[src/rtl/mpu_store_unit.sv]
// Store path of the MPU: on a STORE command, walks one matrix register in row-major order.
// Each element goes read -> capture -> valid/ready send, and the block pulses done once at the end.
module mpu_store_unit #(
  parameter int FP               = 32,
  parameter int M                = 2,
  parameter int N                = 2,
  parameter int MATRIX_REGISTERS = 4,
  localparam int RS = $clog2(MATRIX_REGISTERS),
  localparam int MB = $clog2(M),
  localparam int NB = $clog2(N),
  localparam int MD = $clog2(M) + 1,
  localparam int ND = $clog2(N) + 1
) (
  input  logic          clk,
  input  logic          rst_n,
  input  logic [1:0]    op_in,
  input  logic [RS-1:0] reg_sel_in,
  input  logic [MD-1:0] m_dim_in,
  input  logic [ND-1:0] n_dim_in,
  output logic          busy_out,
  output logic          error_out,
  output logic          rd_en_out,
  output logic [RS-1:0] rd_reg_out,
  output logic [MB-1:0] rd_row_out,
  output logic [NB-1:0] rd_col_out,
  input  logic [FP-1:0] rd_data_in,
  output logic          store_valid_out,
  input  logic          store_ready_in,
  output logic [FP-1:0] store_data_out,
  output logic [MB-1:0] store_row_out,
  output logic [NB-1:0] store_col_out,
  output logic          store_last_out,
  output logic          store_done_out
);

  localparam logic [1:0] OP_STORE = 2'b10;

  typedef enum logic [2:0] {
    STORE_IDLE,
    STORE_READ,
    STORE_CAPTURE,
    STORE_SEND,
    STORE_DONE
  } state_t;

  state_t        state_q;
  logic [RS-1:0] reg_q;
  logic [MD-1:0] m_q;
  logic [ND-1:0] n_q;
  logic [MB-1:0] row_q, row_d;
  logic [NB-1:0] col_q, col_d;
  logic [FP-1:0] data_q;
  logic          busy_q, error_q, rd_en_q, valid_q, last_q, done_q;

  logic dims_bad;
  logic col_wrap;
  logic elem_last;

  assign dims_bad  = (m_dim_in == '0) || (n_dim_in == '0) ||
                     (m_dim_in > MD'(M)) || (n_dim_in > ND'(N));
  assign col_wrap  = (ND'(col_q) == n_q - ND'(1));
  assign elem_last = (MD'(row_q) == m_q - MD'(1)) && col_wrap;

  // Row-major advance applied on each accepted beat.
  always_comb begin
    row_d = row_q;
    col_d = col_q;
    if (col_wrap) begin
      col_d = '0;
      row_d = row_q + MB'(1);
    end else begin
      col_d = col_q + NB'(1);
    end
  end

  always_ff @(posedge clk or negedge rst_n) begin
    if (!rst_n) begin
      state_q <= STORE_IDLE;
      reg_q   <= '0;
      m_q     <= '0;
      n_q     <= '0;
      row_q   <= '0;
      col_q   <= '0;
      data_q  <= '0;
      busy_q  <= 1'b0;
      error_q <= 1'b0;
      rd_en_q <= 1'b0;
      valid_q <= 1'b0;
      last_q  <= 1'b0;
      done_q  <= 1'b0;
    end else begin
      case (state_q)
        STORE_IDLE: begin
          error_q <= 1'b0;
          done_q  <= 1'b0;
          if (op_in == OP_STORE) begin
            if (dims_bad) begin
              error_q <= 1'b1;
            end else begin
              reg_q   <= reg_sel_in;
              m_q     <= m_dim_in;
              n_q     <= n_dim_in;
              row_q   <= '0;
              col_q   <= '0;
              busy_q  <= 1'b1;
              rd_en_q <= 1'b1;
              state_q <= STORE_READ;
            end
          end
        end
        STORE_READ: begin
          rd_en_q <= 1'b0;
          state_q <= STORE_CAPTURE;
        end
        STORE_CAPTURE: begin
          data_q  <= rd_data_in;
          last_q  <= elem_last;
          valid_q <= 1'b1;
          state_q <= STORE_SEND;
        end
        STORE_SEND: begin
          // Everything presented to the consumer is frozen until the handshake.
          if (store_ready_in) begin
            valid_q <= 1'b0;
            last_q  <= 1'b0;
            row_q   <= row_d;
            col_q   <= col_d;
            if (last_q) begin
              done_q  <= 1'b1;
              state_q <= STORE_DONE;
            end else begin
              rd_en_q <= 1'b1;
              state_q <= STORE_READ;
            end
          end
        end
        STORE_DONE: begin
          done_q  <= 1'b0;
          busy_q  <= 1'b0;
          state_q <= STORE_IDLE;
        end
        default: begin
          state_q <= STORE_IDLE;
          busy_q  <= 1'b0;
          rd_en_q <= 1'b0;
          valid_q <= 1'b0;
          last_q  <= 1'b0;
          done_q  <= 1'b0;
        end
      endcase
    end
  end

  assign busy_out        = busy_q;
  assign error_out       = error_q;
  assign rd_en_out       = rd_en_q;
  assign rd_reg_out      = reg_q;
  assign rd_row_out      = row_q;
  assign rd_col_out      = col_q;
  assign store_valid_out = valid_q;
  assign store_data_out  = data_q;
  assign store_row_out   = row_q;
  assign store_col_out   = col_q;
  assign store_last_out  = last_q;
  assign store_done_out  = done_q;

endmodule

[config.mk]
export PLATFORM = sky130hd
export DESIGN_NAME = mpu_store_unit
export DESIGN_NICKNAME = d
export VERILOG_FILES = /design/src/rtl/mpu_store_unit.sv
export SDC_FILE = /design/constraint.sdc
export NUM_CORES = 1
export LEC_CHECK = 0
export CORE_MARGIN = 4
export CORE_UTILIZATION = 40
export DETAILED_ROUTE_END_ITERATION = 10
export PLACE_DENSITY = 0.83
export SLEW_MARGIN = 20
export SYNTH_ARGS = -nofsm -noshare
export SYNTH_HDL_FRONTEND = slang
export SYNTH_SLANG_ARGS = --single-unit
[constraint.sdc]
create_clock -name clk -period 4.5 [get_ports clk]
set_input_delay 0.675 -clock clk [delete_from_list [all_inputs] [get_ports clk]]
set_output_delay 0.675 -clock clk [all_outputs]
set_load 0.1 [all_outputs]
==> results.md <==
Run status:
- The run finished with clean final reports.

Routing:
- The routed metal-1 wirelength is 1.85 mm.
- The vias per cell is 4.95.
- The met3 wire length is about 400 µm.
- The length of the first detailed-routing pass in iterations is 4.
- For this run, design rule violations remaining after detail routing come to 0.
- Summed over all layers, the routed wires come to about 4.4 mm.
- The highest routing layer actually used is met4.
- Summed over all nets, wire length on met2 after detailed routing comes to ~2.1 mm.
- The count of nets left with antenna violations once routing finished came out at 0.
- After the first detailed-routing iteration, the DRC count stood at 36.
- In the final routed layout, each cell accounts on average for about 15 µm.
- The overall via count from detail_route is 1471.

Critical path:
- The cell with the largest stage delay on the worst path is clkdlybuf4s50_1.
- In this run the critical register-to-register path is launched from state_q[2]$_DFFE_PN0P_.
- The cell family with the largest share of critical-path delay is buffers and inverters.
- The delay of the slowest cell on the worst path is around 1200 ps.
- The critical path goes through clkdlybuf4s50_1.
- Of all nets on the critical path, the largest fanout is 7.
- Together, buffers and inverters on the worst path number 1.
- At the worst endpoint, the required time is around 3800 ps.
- The worst setup path is captured at a primary output.
- The data arrival time of the critical path is roughly 1900 ps.
- STA classifies the critical path startpoint as a flop.
- In this run the worst setup path begins at rd_row_out$_DFFE_PN0P_.
- The critical path is of the reg2out type.

Layout:
- The area growth from synthesis to layout is 46.6%.
- The fraction of final layout cells sized beyond drive strength 1 is a little under a quarter.
- The net count of the finished layout is ~270.
- Counting the fill cells in the layout gives between 400 and 500.
- The repair_antennas step left the layout with diodes totalling 0.

Global route:
- The total global routing track utilization is 14.3%.
- Entering global routing, the biggest net connects 50 pins.
- The number of antenna violations at the first check in global routing is 0.
- Global routing finished with a remaining overflow of 0.
- The number of global-route vias before repair is 1503.
- The wire length of the first global-routing pass is about 7.1 mm.

STA:
- The worst path in the final design needs a cycle of roughly 2600 ps, including I/O delays and setup.
- Setup repair after global routing left no endpoint under its margin.
- The transition time at the pin with the least slew margin is ~1000 ps.
- The final count of pins violating max slew is 0.
- The final critical path takes up around 58% of the cycle.
- The worst max-slew margin expressed relative to the limit is approximately a third.
- Static timing analysis puts the maximum clock frequency at between 300 and 400 MHz.
- The number of endpoints with negative hold slack in the final report is 0.
- Final hold analysis gives a worst-case slack of about 390 ps.
- Setup violations remaining at the end of the flow were counted as 0.
- Between clock sinks in the finished design, the worst skew comes to between 5 and 6 ps.
- The setup TNS is 0 ps.

Clock tree:
- CTS built an H-tree with a depth of 2.
- The clock net in this run drives a total of between 40 and 50 sinks.
- The clock latency of the later-clocked register in the worst-skew pair is ~290 ps.
- The clock-pin slew of the registers on the worst-case setup and hold paths is 80 ps.
- The number of setup buffers added after CTS is 0.
- The number of gates resized after CTS was 0.
- The clock buffer count from CTS is 5.
- The root buffer cell is clkbuf_8.
- The clock tree from TritonCTS is done.
- The maximum number of buffers from clock root to sink is 2.
- In this run, post-CTS hold repair placed 0 buffers.

Placed design:
- The placer congestion estimate is just under 0.8.
- The detailed placer's ending HPWL is around 3.2 mm.
- The number of port buffers is between 80 and 90.

Job:
- The tool flagged a number of max-cap violations equal to 0.

Yosys:
- The number of distinct standard cells referenced by the synthesized netlist is 36.
- For this run, asynchronously set or reset flops after synthesis account for 100%.
- Counting flops and latches in the post-synthesis netlist gives between 40 and 50.
- Of the synthesized area, sequential elements account for 59.0%.
- When the netlist entered floorplanning its net count stood at around 190.
- The largest area contributor in the netlist is dfrtp_1.
- The average footprint of a synthesized cell is 14.3 µm².
- After synthesis, the largest area contributor takes up roughly 59% of total cell area.
- The number of synthesized flops with an enable pin is 0.
- During synthesis, Yosys emitted a total of 0 warnings.
- The number of standard cells after synthesis is 145.
- In the synthesized netlist the dominant register cell turns out to be dfrtp_1.
- By area the synthesized netlist is led by dfrtp_1 (59%), mux2_2 (20%), buf_6 (1.6%), xor2_2 (1.6%), inv_1 (1.3%).
- The netlist area before placement is roughly 0.0021 mm².

Floorplanning:
- In this run the standard cell core region covers about 0.0049 mm².
- The width of the chip is approximately 80 µm.
- The die is around 80 µm tall.
- The die covers 0.00641 mm².
- The I/O pin count is a little under 90.
- For this configuration, the core starts out at a cell density of a little over two fifths.
- In this run the core area contains 25 standard-cell rows.

Min path:
- The type of the tightest min-delay check is in2async.
[kinds of logic (layout without fill, tap and decap cells)]
family / after synthesis / count (layout) / share of synthesized area (%)
AND/OR/NAND/NOR: 23 / 23 / 8.19
buffers and inverters: 15 / 100 / 4.40
AO/OA/AOI/OAI: 17 / 17 / 5.78
flip-flops: 49 / 49 / 59.0
multiplexers: 39 / 39 / 21.0
XOR/XNOR: 2 / 2 / 1.57
[final cells by class]
class                   instances  area [µm²]  area share [%]
flip-flops and latches         49        1230            40.3
repair buffers                 86         858            28.2
multi-input cells              81         764            25.1
clock buffers                   7        86.3            2.83
well taps                      67        83.8            2.75
inverters                       7        26.3           0.863
[worst register-to-register path, stage by stage, from the launching register on]
cell and delay (ps):
dfrtp_1 510, nand2b_2 280, nor2_4 700, mux2_2 440
[metrics by stage]
step	setup WS, ps	instance area [µm²]	utilization [%]	cells
global placement	2250	2960	60.6	290
global route	1820	3050	62.4	297
floorplan	2410	2080	-	145
CTS	1880	3040	62.4	297
detailed placement	2210	2960	60.6	290
finish	1910	3050	62.4	297
[cell usage after synthesis (2+ instances only)]
cell,n
xor2_2,2
nor2_1,3
o21ai_0,5
dfrtp_1,49
a21oi_1,3
mux2_2,37
buf_6,3
nand3b_1,3
nand2_1,3
buf_4,3
inv_1,7
and3_1,2
mux2i_1,2
[layer usage]
layer / vias up / GRT usage [%]
met2: 60 / 23.6
met5: - / 0
met4: 0 / 5.57
met1: 726 / 17.1
met3: 4 / 4.93
li1: 681 / -
[flip-flops by register name (all words and copies together) (netlist names)]
name	cells
busy_out	1
error_out	1
m_q	2
n_q	2
rd_col_out	1
rd_en_out	1
rd_reg_out	2
rd_row_out	1
state_q	3
store_data_out	32
store_done_out	1
store_last_out	1
store_valid_out	1
[worst paths after layout]
| path | endpoint | slack (ps) | cells past startpoint |
|---|---|---|---|
| setup / recovery | store_row_out | 1910 | 1 |
| hold / removal | rd_col_out$_DFFE_PN0P_ | 390 | 1 |
| setup reg to reg | store_data_out[24]$_DFFE_PN0P_ | 2460 | 3 |
| hold reg to reg | store_data_out[18]$_DFFE_PN0P_ | 510 | 1 |
| max in group asynchronous | store_data_out[20]$_DFFE_PN0P_ | 3700 | 1 |
| min in group clk | store_data_out[18]$_DFFE_PN0P_ | 510 | 1 |
[cell usage in the layout, fill, tap and decap left out, drive strengths merged, types with 2 or more instances in the layout]
master          n
dfrtp          49
inv             7
clkbuf          7
and3            2
a21oi           3
nand2           3
clkdlybuf4s50  85
or3b            2
nand3b          3
mux2           37
o21ai           5
nand2b          2
mux2i           2
nor3            2
xor2            2
nand4           2
nor2            4
Power is not shown: default switching activity piles up to over one toggle a cycle in this logic, so the estimate is an artifact.
